$ cat src/rtl/mips_bus_pkg.sv
// Shared types for the CPU-side memory bus: arbiter state encoding and grant owner.
package mips_bus_pkg;

  typedef enum logic [1:0] {
    IDLE  = 2'd0,
    ISSUE = 2'd1,
    RESP  = 2'd2,
    ACK   = 2'd3
  } arb_state_t;

  typedef enum logic {
    GRANT_INSTR = 1'b0,
    GRANT_DATA  = 1'b1
  } grant_t;

endpackage

$ cat src/rtl/mips_mem_arbiter.sv
// Shares one Avalon-style word-addressed memory bus between the instruction-fetch
// and data load/store ports of the core, one transaction at a time.
//
// state | meaning
// IDLE  | arbitrate between eligible requesters
// ISSUE | command held on the bus until the slave accepts it
// RESP  | capture read data for the granted port
// ACK   | one-cycle ack pulse to the granted port
module mips_mem_arbiter
  import mips_bus_pkg::*;
#(
  parameter int ADDR_WIDTH = 32,
  parameter int DATA_WIDTH = 32
) (
  input  logic                    clk,
  input  logic                    reset,
  input  logic                    instr_req,
  input  logic [ADDR_WIDTH-1:0]   instr_addr,
  output logic                    instr_ack,
  output logic [DATA_WIDTH-1:0]   instr_rdata,
  input  logic                    data_req,
  input  logic                    data_we,
  input  logic [ADDR_WIDTH-1:0]   data_addr,
  input  logic [DATA_WIDTH-1:0]   data_wdata,
  input  logic [DATA_WIDTH/8-1:0] data_byteenable,
  output logic                    data_ack,
  output logic [DATA_WIDTH-1:0]   data_rdata,
  output logic [ADDR_WIDTH-1:0]   mem_address,
  output logic                    mem_read,
  output logic                    mem_write,
  output logic [DATA_WIDTH-1:0]   mem_writedata,
  output logic [DATA_WIDTH/8-1:0] mem_byteenable,
  input  logic                    mem_waitrequest,
  input  logic [DATA_WIDTH-1:0]   mem_readdata,
  output logic                    busy
);

  localparam int BE_WIDTH = DATA_WIDTH / 8;

  arb_state_t            state_q, state_d;
  grant_t                grant_q, grant_d;
  grant_t                last_grant_q, last_grant_d;
  grant_t                pick;
  logic                  is_read_q, is_read_d;
  logic [ADDR_WIDTH-1:0] addr_q, addr_d;
  logic                  rd_q, rd_d;
  logic                  wr_q, wr_d;
  logic [DATA_WIDTH-1:0] wdata_q, wdata_d;
  logic [BE_WIDTH-1:0]   be_q, be_d;
  logic [DATA_WIDTH-1:0] irdata_q, irdata_d;
  logic [DATA_WIDTH-1:0] drdata_q, drdata_d;
  logic                  iack_q, iack_d;
  logic                  dack_q, dack_d;
  logic                  instr_elig, data_elig;
  logic                  unused_addr_lsbs;

  // The bus is word addressed; byte offsets of the requester addresses are dropped.
  assign unused_addr_lsbs = ^{instr_addr[1:0], data_addr[1:0]};

  // A port whose ack is currently high is still holding req from the finished access.
  assign instr_elig = instr_req & ~iack_q;
  assign data_elig  = data_req & ~dack_q;

  // Two-way round robin: under contention the port not served last time wins.
  always_comb begin
    pick = GRANT_INSTR;
    if (instr_elig && data_elig) begin
      pick = (last_grant_q == GRANT_INSTR) ? GRANT_DATA : GRANT_INSTR;
    end else if (data_elig) begin
      pick = GRANT_DATA;
    end
  end

  // Next-state and registered-output logic of the transaction FSM.
  always_comb begin
    state_d      = state_q;
    grant_d      = grant_q;
    last_grant_d = last_grant_q;
    is_read_d    = is_read_q;
    addr_d       = addr_q;
    rd_d         = rd_q;
    wr_d         = wr_q;
    wdata_d      = wdata_q;
    be_d         = be_q;
    irdata_d     = irdata_q;
    drdata_d     = drdata_q;
    iack_d       = 1'b0;
    dack_d       = 1'b0;
    case (state_q)
      IDLE: begin
        if (instr_elig || data_elig) begin
          state_d      = ISSUE;
          grant_d      = pick;
          last_grant_d = pick;
          if (pick == GRANT_DATA) begin
            addr_d    = {data_addr[ADDR_WIDTH-1:2], 2'b00};
            rd_d      = ~data_we;
            wr_d      = data_we;
            is_read_d = ~data_we;
            be_d      = data_byteenable;
            wdata_d   = data_wdata;
          end else begin
            addr_d    = {instr_addr[ADDR_WIDTH-1:2], 2'b00};
            rd_d      = 1'b1;
            wr_d      = 1'b0;
            is_read_d = 1'b1;
            be_d      = '1;
          end
        end
      end
      ISSUE: begin
        if (!mem_waitrequest) begin
          rd_d    = 1'b0;
          wr_d    = 1'b0;
          state_d = RESP;
        end
      end
      RESP: begin
        if (is_read_q) begin
          if (grant_q == GRANT_DATA) drdata_d = mem_readdata;
          else                       irdata_d = mem_readdata;
        end
        iack_d  = (grant_q == GRANT_INSTR);
        dack_d  = (grant_q == GRANT_DATA);
        state_d = ACK;
      end
      ACK: begin
        state_d = IDLE;
      end
      default: state_d = IDLE;
    endcase
  end

  // State and output registers; reset abandons any transaction in flight.
  always_ff @(posedge clk or posedge reset) begin
    if (reset) begin
      state_q      <= IDLE;
      grant_q      <= GRANT_INSTR;
      last_grant_q <= GRANT_INSTR;
      is_read_q    <= 1'b0;
      addr_q       <= '0;
      rd_q         <= 1'b0;
      wr_q         <= 1'b0;
      wdata_q      <= '0;
      be_q         <= '0;
      irdata_q     <= '0;
      drdata_q     <= '0;
      iack_q       <= 1'b0;
      dack_q       <= 1'b0;
    end else begin
      state_q      <= state_d;
      grant_q      <= grant_d;
      last_grant_q <= last_grant_d;
      is_read_q    <= is_read_d;
      addr_q       <= addr_d;
      rd_q         <= rd_d;
      wr_q         <= wr_d;
      wdata_q      <= wdata_d;
      be_q         <= be_d;
      irdata_q     <= irdata_d;
      drdata_q     <= drdata_d;
      iack_q       <= iack_d;
      dack_q       <= dack_d;
    end
  end

  assign mem_address    = addr_q;
  assign mem_read       = rd_q;
  assign mem_write      = wr_q;
  assign mem_writedata  = wdata_q;
  assign mem_byteenable = be_q;
  assign instr_rdata    = irdata_q;
  assign data_rdata     = drdata_q;
  assign instr_ack      = iack_q;
  assign data_ack       = dack_q;
  assign busy           = (state_q != IDLE);

endmodule

$ cat config.mk
export PLATFORM = sky130hd
export DESIGN_NAME = mips_mem_arbiter
export DESIGN_NICKNAME = d
export VERILOG_FILES = /design/src/rtl/mips_bus_pkg.sv /design/src/rtl/mips_mem_arbiter.sv
export SDC_FILE = /design/constraint.sdc
export NUM_CORES = 1
export LEC_CHECK = 0
export ABC_CLOCK_PERIOD_IN_PS = 5100
export BUFFER_PORTS_ARGS = -buffer_cell sky130_fd_sc_hd__buf_2
export CORE_MARGIN = 3
export CORE_UTILIZATION = 47
export DETAILED_ROUTE_END_ITERATION = 7
export PLACE_DENSITY_LB_ADDON = 0.05
export SYNTH_ARGS = -nofsm -noshare
export SYNTH_HDL_FRONTEND = slang
export SYNTH_SLANG_ARGS = --single-unit
$ cat constraint.sdc
create_clock -name clk -period 5.1 [get_ports clk]
set_input_delay 0 -clock clk [delete_from_list [all_inputs] [get_ports clk]]
set_output_delay 0 -clock clk [all_outputs]
set_load 0.05 [all_outputs]
== Yosys cells after proc, flatten, opt, wreduce, memory -nomap -nowiden ==
Cells that the tools add are included.
Storage, ports and cells
  register bits after elaboration: 140
  input port bits: 138
  logic and storage cells: 51
Cells by class
  equal/unequal tests: 5
  multiplexer cells: 17
  bitwise logic cells: 6
  reduce and logical (&&, ||, !) cells: 11
Operators by type and width (number)
  $mux W32: 1
  $reduce_and A3 Y1: 4
  $mux W1: 10
  $pmux W2 S4: 1
  $eq A2 B2 Y1 const B: 2
  $mux W2: 2
  $mux W4: 1
  $ne A2 B2 Y1 const B: 2
  $not A1 Y1: 4
  $pmux W1 S2: 2
  $reduce_and A2 Y1: 2
  $reduce_bool A2 Y1: 2
  $and A1 B1 Y1: 2
  $eq A2 B1 Y1 const B: 1
  $logic_not A2 Y1: 1
  $logic_and A1 B1 Y1: 1
  $logic_or A1 B1 Y1: 1

== Logic depth before layout (Yosys ltp) ==
Gate-level depths: netlist of run 1.
  word-level depth: 7
  mapped depth: 7
  depth with buffers taken out: 5

== Least setup slack after synthesis of run 1 ==
No wires, ideal clock.
  path kind: reg-to-reg
  start: register dack_q, in the netlist data_ack
  end: register wdata_q[18], in the netlist mem_writedata[18]
  setup time: 0.125 ns
  data arrival time: 1.771 ns
  data required time: 4.975 ns
  slack: 3.205 ns
  cell stages (with the launch flop): 6
  path buffers: 2
  period minus slack after synthesis: 1.895 ns
  cell sequence: dfrtp_1 > nand2b_1 > buf_6 > nor3_4 > buf_6 > mux2_2
Between the ends
  cells in the longest elaborated chain, start to end: 5
RTL lines
  start: declaration: line mips_mem_arbiter.sv:53  | logic dack_q, dack_d;
  start signal: assignment: line mips_mem_arbiter.sv:163  | dack_q <= dack_d;
  $not A1 Y1 *: line mips_mem_arbiter.sv:62  | assign data_elig = data_req & ~dack_q;
  $and A1 B1 Y1 *: line mips_mem_arbiter.sv:62
  $mux W1 or $logic_and A1 B1 Y1 (tied branches): line mips_mem_arbiter.sv:69, mips_mem_arbiter.sv:67
  $mux W1: line mips_mem_arbiter.sv:67  | if (instr_elig && data_elig) begin
  $reduce_and A3 Y1 (no source line) *
  end signal: assignment: line mips_mem_arbiter.sv:158  | wdata_q <= wdata_d;
  end: declaration: line mips_mem_arbiter.sv:48  | logic [DATA_WIDTH-1:0] wdata_q, wdata_d;
Mark *: on every way between the ends. The rest lies on a longest branch, timed or not.
A chain may end at the register's enable or synchronous reset.

== Worst setup path in the final report of run 1 ==
  start: register dack_q, in the netlist data_ack
  end: register is_read_q
Between the ends
  cells in the longest elaborated chain, start to end: 5
RTL lines
  $not A1 Y1 *: line mips_mem_arbiter.sv:62
  $and A1 B1 Y1 *: line mips_mem_arbiter.sv:62
  $mux W1 or $logic_and A1 B1 Y1 (tied branches): line mips_mem_arbiter.sv:69, mips_mem_arbiter.sv:67
  $mux W1: line mips_mem_arbiter.sv:67
  $mux W1: line mips_mem_arbiter.sv:95  | if (pick == GRANT_DATA) begin
  end signal: assignment: line mips_mem_arbiter.sv:154  | is_read_q <= is_read_d;
  end: declaration: line mips_mem_arbiter.sv:44  | logic is_read_q, is_read_d;
Marked as above.

==> results.json, run 1 <==
{
  "worst_slew_pin_slew_ps": 1210,
  "core_area_sq_mm": 0.0122,
  "r2r.worst_path.cells": 3,
  "htree_num_levels": 4,
  "synth_seq_cells": 138,
  "avgRoutedWirePerCell_microns": 18.1,
  "syn2layout_area_growth_pct": 51.2,
  "vias_per_cell": 5.30,
  "chipHeight_microns": 119,
  "stdcell_area_sq_mm": 0.00905,
  "postCtsSetupBuffers": 0,
  "via_count_of_the_first_global_routing_pass": 5463,
  "fillerInstances": 849,
  "outcome": "finished, final reports clean",
  "post_synth_num_cell_types": 33,
  "timing.rr.start": "data_ack",
  "drtAntennaViolNets": 0,
  "min_delay_worst_endpoint": "state_q[0]",
  "postPlaceCellArea_sq_mm": 0.00739,
  "fmaxAchievable_mhz": 317,
  "synth.yosys.seq_area_share_pct": 57.7,
  "synthesis.area_per_instance_sq_um": 13.7,
  "slew_headroom_pct": 19.5,
  "power.switching_mw": 3.58,
  "grt_overflow_total": 0,
  "regToRegEndpoint": "is_read_q",
  "share_comb_of_total_power_pct": 54.5,
  "grt_usage_pct": 25.2,
  "antenna_cells_inserted": 0,
  "number_of_antenna_violations_at_the_first_check_in_global_routing": 0,
  "firstDrtPassIters": 4,
  "power.density_cell_area_mw_per_mm2": 808,
  "setup_repair_after_global_routing_missed_its_margin": "no",
  "max-clock-path-buffers": 2,
  "synth-warning-count": 0,
  "worstHoldStart": "mem_waitrequest",
  "cts_tree": "done",
  "cts.clk_slew.worst_paths_ps": 60,
  "netlist_instances": 436,
  "layout_skew_ps": 7.86,
  "layout.nets": 930,
  "power_leakage_nw": 4.30,
  "io_buffer_count": 268,
  "share_seq_of_total_power_pct": 26.9,
  "synth_largest_type_area_fraction_pct": 57.7,
  "detailedRoute.firstIterationViolations": 262,
  "worst_hold_path.num_cells": 3,
  "synthTopCellsByCount": "138 x sky130_fd_sc_hd__dfrtp_1, 85 x sky130_fd_sc_hd__mux2_2, 31 x sky130_fd_sc_hd__and3b_1",
  "fraction_of_power_consumed_by_the_clock_network_pct": 18.6,
  "postSynth.asyncResetShare_pct": 100,
  "yosysTopAreaCell": "sky130_fd_sc_hd__dfrtp_1",
  "std_cell_rows": 40,
  "total_wire_length_after_detailed_routing_microns": 17500,
  "grt_max_degree": 72,
  "ir_worst_vdd_mv": 0.614,
  "setup_total_negative_slack_ps": 0,
  "finalHoldViolCount": 0,
  "cts_inserted_buffers": 17,
  "synth_area_sq_mm": 0.00598,
  "timing.critical_path.fanout_max": 65,
  "floorplan_die_area_sq_mm": 0.0141,
  "final_hold_slack_ps": 19.6,
  "worst_skew_pair.late_latency_ps": 410,
  "cts_repair_resizes": 0,
  "worst_ep_required_time_ps": 5430,
  "dp.final_hpwl_microns": 10800,
  "setup-violations-final": 0,
  "gp_congestion": 0.798,
  "switching_share_pct": 48.9,
  "synth.top_cells.by_area": "sky130_fd_sc_hd__dfrtp_1 58%, sky130_fd_sc_hd__mux2_2 16%, sky130_fd_sc_hd__and3b_1 4.5%, sky130_fd_sc_hd__a221oi_1 4.4%, sky130_fd_sc_hd__a2bb2oi_1 4.4%",
  "ys.flop_type": "sky130_fd_sc_hd__dfrtp_1",
  "start_kind": "register",
  "intPower_mw": 3.74,
  "worst-r2r-setup-slack_ps": 1950,
  "drt_drc_violations_left": 0,
  "synth_edf_count": 0,
  "clkSinkCount": 138,
  "grt_pass1_wl_microns": 28300,
  "min-delay-path-class": "primary input to register",
  "setup.worst_path.end_class": "register",
  "drive_above_1_share_pct": 49.3,
  "timing_worst_setup_path_type": "register to register",
  "cap_violations": 0,
  "timing.critical_path.arrival_ps": 3480,
  "design.portCount": 275,
  "timing_max_transition_violations_final": 0,
  "finalCritPeriodShare_pct": 61.8,
  "synth.most_common_cell": "sky130_fd_sc_hd__dfrtp_1",
  "initial_core_utilization_pct": 49.0,
  "dieWidth_microns": 119,
  "routed-via-count": 5139,
  "clock_root_buffer": "sky130_fd_sc_hd__clkbuf_16",
  "layout_min_cycle_time_ps": 3150
}
-- power by group through the flow --
stage | Clock [mW] | Combinational, mW | Sequential [mW]
after floorplan | 0 | 1.18 | 3.82
after global placement | 0 | 3.88 | 1.94
after detailed placement | 0 | 3.94 | 1.97
after CTS | 1.38 | 4.01 | 1.96
after global routing | 1.44 | 4.18 | 2.04
final | 1.36 | 3.99 | 1.97
-- worst max path at each step --
stage / start / to / depth (start not counted)
after floorplan: reset / data_ack / 1
after global placement: data_ack / is_read_q / 3
after detailed placement: data_ack / is_read_q / 3
after CTS: data_ack / is_read_q / 3
after global routing: data_ack / is_read_q / 3
final: data_ack / is_read_q / 3
-- registers in the layout, indices dropped and copies added, names as in the netlist --
| signal | cells |
|---|---|
| last_grant_q | 1 |
| data_rdata | 32 |
| mem_write | 1 |
| is_read_q | 1 |
| data_ack | 1 |
| mem_read | 1 |
| mem_address | 30 |
| state_q | 2 |
| mem_byteenable | 4 |
| instr_ack | 1 |
| mem_writedata | 32 |
| instr_rdata | 32 |
-- placed cells by master, fill, tap and decap left out, types with 3 or more instances in the layout --
cell type	n
sky130_fd_sc_hd__bufinv_16	5
sky130_fd_sc_hd__dfrtp_1	138
sky130_fd_sc_hd__clkbuf_8	3
sky130_fd_sc_hd__mux2_2	85
sky130_fd_sc_hd__buf_2	268
sky130_fd_sc_hd__clkbuf_16	17
sky130_fd_sc_hd__o22a_1	4
sky130_fd_sc_hd__a2bb2oi_1	30
sky130_fd_sc_hd__inv_1	5
sky130_fd_sc_hd__ha_1	3
sky130_fd_sc_hd__and3b_1	31
sky130_fd_sc_hd__nor2b_1	3
sky130_fd_sc_hd__a221oi_1	30
sky130_fd_sc_hd__dlygate4sd3_1	100
sky130_fd_sc_hd__o21ai_0	30
sky130_fd_sc_hd__mux2_1	12
sky130_fd_sc_hd__buf_4	6
-- per-stage QoR --
step                      utilization [%]  std cells  worst slack (ps)  power (mW)
after floorplan                         -        437              1400        5.00
after global placement               60.5        838              1990        5.82
after detailed placement             60.5        838              1940        5.91
after CTS                            74.1        969              1910        7.35
after global routing                 74.1        969              1620        7.65
final                                74.1        969              1950        7.31
-- final cells by class --
class	count	area, sq um	area share, %
clock buffers	20	467	5.16
clock inverters	11	193	2.13
inverters	7	31.3	0.346
multi-input cells	251	2310	25.5
flip-flops and latches	138	3450	38.2
well taps	168	210	2.32
repair buffers	374	2390	26.4
-- critical path: stages (launching register included) --
cell                       delay, ps
sky130_fd_sc_hd__dfrtp_1         730
sky130_fd_sc_hd__nand2b_2        950
sky130_fd_sc_hd__a21oi_4        1090
sky130_fd_sc_hd__mux2i_1         260
-- cells by family (layout without fill, tap and decap cells) --
| family | Yosys count | in the layout | synth area share (%) |
|---|---|---|---|
| buffers and inverters | 48 | 412 | 3.85 |
| other | 1 | 2 | 0.0627 |
| muxes | 98 | 98 | 18.4 |
| and+or+nand+nor | 45 | 45 | 6.13 |
| AOI/OAI and AO/OA | 103 | 103 | 13.2 |
| adders and majority gates | 3 | 3 | 0.627 |
| DFF | 138 | 138 | 57.7 |
-- layer usage --
metal  share of wire (%)  global-route usage (%)
met5                   0                       0
met4                 3.5                    11.4
met3                 6.9                    7.98
met2                  51                    42.2
met1                  39                    29.7
-- what timing repair did --
| action | in CTS | in global routing |
|---|---|---|
| setup endpoints to repair | 0 | 0 |
| endpoints found under the hold margin | 203 | 0 |
| hold buffers | 100 | 0 |
Power figures use the tool's default switching activity.
==> inputs of run 2 (changes only) <==
Settings changed: ABC_CLOCK_PERIOD_IN_PS 5100 to 2620, CORE_UTILIZATION 47 to 42.
Clock period 5.1 ns to 2.62 ns, I/O delays scaled along.
==> run 2 against run 1 <==
Against the previous run:
- first-iteration DRC count shrank 18%
- non-clock buffer count grew 8
- via count grew 0.12%
- sequential share of layout area shrank 0.15 points
- combinational power grew 97%
- power grew 91%
- largest power group unchanged
- hold slack gained 27 ps
- cell count grew 1.8%
- clock power grew 72%
- highest routed layer unchanged
- design area grew 0.39%
- critical endpoint is now busy
==> results.json, run 2 (synthesis results as in run 1) <==
{
  "std_cell_rows": 42,
  "max_stage_delay_ps": 370,
  "routed-via-count": 5145,
  "timing.critical_path.cells": "inv_1 -> ha_1 -> inv_2 -> buf_4 -> buf_2",
  "number_of_antenna_violations_at_the_first_check_in_global_routing": 0,
  "share_comb_of_total_power_pct": 56.2,
  "fmaxAchievable_mhz": 488,
  "drt_drc_violations_left": 0,
  "switching_share_pct": 49.8,
  "drtAntennaViolNets": 0,
  "clock_root_buffer": "sky130_fd_sc_hd__clkbuf_16",
  "grt_max_degree": 55,
  "antenna_cells_inserted": 0,
  "core_area_sq_mm": 0.0136,
  "timing_worst_setup_path_type": "register to output port",
  "gp_congestion": 0.838,
  "grt_overflow_total": 0,
  "start_kind": "register",
  "cts_inserted_buffers": 17,
  "final_common_cell": "sky130_fd_sc_hd__buf_2",
  "cts_tree": "done",
  "layout.nets": 938,
  "outcome": "finished, final reports clean",
  "drive_above_1_share_pct": 49.6,
  "finalHoldViolCount": 0,
  "via_count_of_the_first_global_routing_pass": 5525,
  "avgRoutedWirePerCell_microns": 17.6,
  "timing_max_transition_violations_final": 0,
  "layout_skew_ps": 6.20,
  "vias_per_cell": 5.22,
  "layout_min_cycle_time_ps": 2050,
  "share_seq_of_total_power_pct": 27.0,
  "initial_core_utilization_pct": 44.0,
  "cap_violations": 0,
  "setup_repair_after_global_routing_missed_its_margin": "no",
  "dieWidth_microns": 125,
  "fraction_of_power_consumed_by_the_clock_network_pct": 16.8,
  "floorplan_die_area_sq_mm": 0.0157,
  "worst_slew_pin_slew_ps": 777,
  "detailedRoute.firstIterationViolations": 214,
  "clkSinkCount": 138,
  "ir_worst_vdd_mv": 0.903,
  "power_leakage_nw": 4.33,
  "dp.final_hpwl_microns": 11500,
  "chipHeight_microns": 125,
  "power.density_cell_area_mw_per_mm2": 1540,
  "worst_skew_pair.late_latency_ps": 410,
  "finalCritPeriodShare_pct": 78.2,
  "grt_usage_pct": 22.3,
  "cts.clk_slew.worst_paths_ps": 60,
  "slew_headroom_pct": 48.1,
  "min-delay-path-class": "primary input to register",
  "htree_num_levels": 4,
  "design.portCount": 275,
  "standard_cell_with_the_maximum_stage_delay_on_the_critical_path": "sky130_fd_sc_hd__dfrtp_1",
  "timing.critical_path.fanout_max": 25,
  "power.switching_mw": 6.96,
  "grt_pass1_wl_microns": 28300,
  "firstDrtPassIters": 5,
  "intPower_mw": 7.01,
  "setup_total_negative_slack_ps": 0,
  "final_util_pct": 66.7,
  "io_buffer_count": 268,
  "timing.critical_path.arrival_ps": 2050,
  "mostFrequentLayoutCells": "268 x sky130_fd_sc_hd__buf_2, 138 x sky130_fd_sc_hd__dfrtp_1, 101 x sky130_fd_sc_hd__dlygate4sd3_1",
  "power.total_mw": 14.0,
  "total_wire_length_after_detailed_routing_microns": 17300,
  "worst_ep_required_time_ps": 2620,
  "syn2layout_area_growth_pct": 51.8,
  "setup-violations-final": 0,
  "cts_repair_resizes": 0,
  "max-clock-path-buffers": 2,
  "setup.worst_path.end_class": "output port"
}
run 2: power groups by stage:
stage | sequential [mW] | combinational (mW) | clock (mW)
6_report | 3.78 | 7.85 | 2.34
5_1_grt | 3.92 | 8.25 | 2.50
4_1_cts | 3.78 | 7.91 | 2.40
3_5_place_dp | 3.79 | 7.79 | 0
3_3_place_gp | 3.73 | 7.71 | 0
2_1_floorplan | 7.43 | 2.30 | 0
run 2: path summary, 6_finish.rpt:
check / startpoint / to / slack [ps] / depth (start not counted)
worst max register to register: state_q[0] / mem_writedata[18] / 620 / 6
worst min-delay path: data_addr[13] / mem_address[13] / 50 / 4
min in group asynchronous: reset / mem_writedata[21] / 290 / 3
worst min register to register: mem_writedata[16] / mem_writedata[16] / 480 / 1
max in group asynchronous: reset / instr_rdata[4] / 1600 / 4
worst max-delay path: state_q[0] / busy / 570 / 5
run 2: worst max-delay path: cells and delay by family (launching register included):
| kind | cells | cell delay (ps) |
|---|---|---|
| buffers and inverters | 4 | 980 |
| flip-flops | 1 | 370 |
| adder cells (fa/ha/maj) | 1 | 290 |
run 2: final cells by class:
type                       instances  area (sq um)
multi-input combinational        251          2310
tap                              176           220
fill                            1014          4530
clock inverter                    11           120
sequential                       138          3450
timing repair buffer             382          2490
inverter                           7          30.0
clock buffer                      21           460
run 2: timing repair:
action,CTS,global route
buffers inserted,0,0
hold buffers,101,0
hold endpoints to repair,165,0
run 2: routing by layer:
metal  vias to the layer above  track usage (%)  wire length (microns)
met5                         -                0                      0
met4                         0             9.06                    416
met3                        34             6.65                   1320
met2                       226             38.1                   8630
met1                      2534             26.4                   6970
li1                       2351                -                      -
run 2: stage by stage:
step           cells  setup slack, ps  instance area [sq um]  hold WS (ps)
6_report         986              572                   9080          46.4
5_1_grt          986              441                   9080          63.4
4_1_cts          986              568                   9080          27.8
3_5_place_dp     853              601                   7490           173
3_3_place_gp     853              609                   7490           164
2_1_floorplan    437              725                   5990           126
==> inputs of run 3 (changes only) <==
Settings changed: ABC_AREA set to 1, ABC_CLOCK_PERIOD_IN_PS 2620 to 2000, CORE_UTILIZATION 42 to 46.
Clock period 2.62 ns to 2 ns, I/O delays scaled along.
==> run 3 against run 2 <==
Against the previous run:
- area after synthesis shrank 4.2%
- design area grew 0.81%
- die area shrank 12%
- first-iteration DRC count grew 89%
- cell count grew 27%
- via count grew 16%
- clock-buffer cell count grew 1
- setup slack lost 390 ps
- sequential power grew 30%
- clock skew is essentially flat
- combinational power grew 19%
- critical path depth is the same
- critical path type is now register to register
- critical endpoint is now mem_write
- highest routed layer unchanged
==> results.json, run 3 <==
{
  "stdcell_area_sq_mm": 0.00916,
  "cts.clk_slew.worst_paths_ps": 50,
  "setup_repair_after_global_routing_missed_its_margin": "no",
  "max-clock-path-buffers": 2,
  "chipHeight_microns": 118,
  "timing_max_transition_violations_final": 0,
  "layout_min_cycle_time_ps": 1820,
  "initial_core_utilization_pct": 47.3,
  "gp_congestion": 0.828,
  "cap_violations": 0,
  "avgRoutedWirePerCell_microns": 14.8,
  "design.portCount": 275,
  "drtAntennaViolNets": 0,
  "layout.nets": 1209,
  "power.density_cell_area_mw_per_mm2": 1910,
  "post_synth_num_cell_types": 20,
  "drt_drc_violations_left": 0,
  "post-place-ws_ps": 264,
  "grt_pass1_wl_microns": 30300,
  "clkSinkCount": 138,
  "postPlaceCellArea_sq_mm": 0.00720,
  "fmaxAchievable_mhz": 549,
  "synth.most_common_cell": "sky130_fd_sc_hd__nand2_1",
  "grt_overflow_total": 0,
  "routed-via-count": 5983,
  "synth-warning-count": 0,
  "total_wire_length_after_detailed_routing_microns": 18400,
  "number_of_antenna_violations_at_the_first_check_in_global_routing": 0,
  "floorplan_die_area_sq_mm": 0.0138,
  "power_leakage_nw": 5.16,
  "finalHoldViolCount": 0,
  "power.total_mw": 17.5,
  "postCtsSetupBuffers": 0,
  "vias_per_cell": 4.79,
  "worst_skew_pair.late_latency_ps": 420,
  "yosysTopAreaCell": "sky130_fd_sc_hd__dfrtp_1",
  "start_kind": "register",
  "postSynth.asyncResetShare_pct": 100,
  "ys.flop_type": "sky130_fd_sc_hd__dfrtp_1",
  "via_count_of_the_first_global_routing_pass": 6046,
  "final_common_cell": "sky130_fd_sc_hd__nand2_1",
  "fillerInstances": 833,
  "final_critical_path_setup_slack_ps": 177,
  "synthTopCellsByCount": "319 x sky130_fd_sc_hd__nand2_1, 138 x sky130_fd_sc_hd__dfrtp_1, 56 x sky130_fd_sc_hd__o21ai_0, 44 x sky130_fd_sc_hd__inv_1, 32 x sky130_fd_sc_hd__nand3_1",
  "timing.critical_path.arrival_ps": 2170,
  "setup.worst_path.end_class": "register",
  "dp.final_hpwl_microns": 11200,
  "grt_usage_pct": 27.1,
  "worst_ep_required_time_ps": 2350,
  "netlist_instances": 672,
  "synth_area_sq_mm": 0.00573,
  "worst_slew_pin_slew_ps": 631,
  "layout_skew_ps": 6.35,
  "synth.yosys.seq_area_share_pct": 60.2,
  "outcome": "finished, final reports clean",
  "io_buffer_count": 268,
  "timing_worst_setup_path_type": "register to register",
  "grt_max_degree": 77,
  "synth_seq_cells": 138,
  "dieWidth_microns": 118,
  "drive_above_1_share_pct": 30.0,
  "final_hold_slack_ps": 91.6,
  "synth_edf_count": 0,
  "setup-violations-final": 0,
  "finalCritPeriodShare_pct": 91.1,
  "detailedRoute.firstIterationViolations": 404,
  "min-delay-path-class": "primary input to register",
  "mostFrequentLayoutCells": "319 x sky130_fd_sc_hd__nand2_1, 268 x sky130_fd_sc_hd__buf_2, 138 x sky130_fd_sc_hd__dfrtp_1",
  "syn2layout_area_growth_pct": 59.7,
  "clock_root_buffer": "sky130_fd_sc_hd__clkbuf_16",
  "synth_largest_type_area_fraction_pct": 60.2,
  "core_area_sq_mm": 0.0121,
  "slew_headroom_pct": 57.8,
  "ir_worst_vdd_mv": 1.14,
  "setup_total_negative_slack_ps": 0,
  "timing.critical_path.fanout_max": 21,
  "cts_inserted_buffers": 17,
  "htree_num_levels": 4,
  "synth.top_cells.by_area": "sky130_fd_sc_hd__dfrtp_1 60%, sky130_fd_sc_hd__nand2_1 21%, sky130_fd_sc_hd__o21ai_0 4.9%, sky130_fd_sc_hd__inv_1 2.9%, sky130_fd_sc_hd__nand3_1 2.8%",
  "firstDrtPassIters": 5,
  "cts_tree": "done",
  "synthesis.area_per_instance_sq_um": 8.53,
  "std_cell_rows": 40
}
==> run 3: cell types whose count changed in the layout (fill, tap and decap cells not counted), sizes merged, moves of 3 or more <==
| cell | delta |
|---|---|
| a2bb2oi | -30 |
| and3b | -31 |
| a221oi | -30 |
| nand2 | +322 |
| inv | +41 |
| nor2 | +18 |
| o22a | -4 |
| clkinv | -4 |
| dlygate4sd3 | +31 |
| nor2b | -3 |
| mux2 | -97 |
| o21ai | +41 |
| nand3 | +30 |
==> run 3: worst paths after layout <==
check	end	slack, ps	depth (start not counted)	startpoint
min reg2reg	mem_writedata[20]	470	2	mem_writedata[20]
max reg2reg	mem_write	180	5	last_grant_q
min in group asynchronous	mem_address[31]	120	3	reset
max	mem_write	180	5	last_grant_q
min	state_q[1]	90	5	data_req
max in group asynchronous	mem_address[26]	1160	4	reset
==> run 3: what timing repair did <==
item / in CTS / in global routing
hold buffers: 132 / 0
setup endpoints to repair: 0 / 1
endpoints found under the hold margin: 258 / 0
gates resized for setup: 0 / 1
==> run 3: kinds of logic (layout without fill, tap and decap cells) <==
family	after synthesis	count (layout)	synth area share (%)
AO/OA/AOI/OAI	72	72	6.48
adder cells (fa/ha/maj)	3	3	0.655
buffers and inverters	84	492	7.03
flip-flops	138	138	60.2
other	1	3	0.0654
AND/OR/NAND/NOR	374	374	25.5
==> run 3: layer usage <==
metal  wire length [microns]  vias to the layer above  GRT usage, %
li1                        -                     2859             -
met1                    7060                     2772          31.4
met2                    9300                      307          46.2
met3                    1530                       45          8.75
met4                     545                        0          11.7
met5                       0                        -             0
==> run 3: layout make-up <==
class / instances / area (sq um) / share of cell area (%)
antenna: 1 / 2.50 / 0.0273
timing repair buffer: 412 / 2790 / 30.5
tap: 168 / 210 / 2.30
clock inverter: 10 / 138 / 1.50
multi-input combinational: 451 / 1890 / 20.6
inverter: 48 / 184 / 2.01
clock buffer: 22 / 494 / 5.40
sequential: 138 / 3450 / 37.7
==> run 3: power breakdown <==
| part | internal, mW | leakage, nW | total [mW] | switching [mW] |
|---|---|---|---|---|
| combinational | 2.12 | 3.16 | 9.32 | 7.19 |
| clock | 2.12 | 0.309 | 3.26 | 1.13 |
| sequential | 4.16 | 1.69 | 4.90 | 0.745 |
| total | 8.41 | 5.16 | 17.5 | 9.07 |
==> run 3: stage by stage <==
| stage | std cells | util [%] |
|---|---|---|
| final | 1250 | 75.6 |
| after global routing | 1249 | 75.6 |
| after CTS | 1249 | 75.5 |
| after detailed placement | 1085 | 59.4 |
| after global placement | 1085 | 59.4 |
| after floorplan | 673 | - |
==> run 3: critical path, stage by stage, from the launching register on <==
cell and delay (ps):
sky130_fd_sc_hd__dfrtp_1 420, sky130_fd_sc_hd__nand3_2 210, sky130_fd_sc_hd__buf_4 290, sky130_fd_sc_hd__nand4_1 110
sky130_fd_sc_hd__o21ai_1 150, sky130_fd_sc_hd__dlygate4sd3_1 560
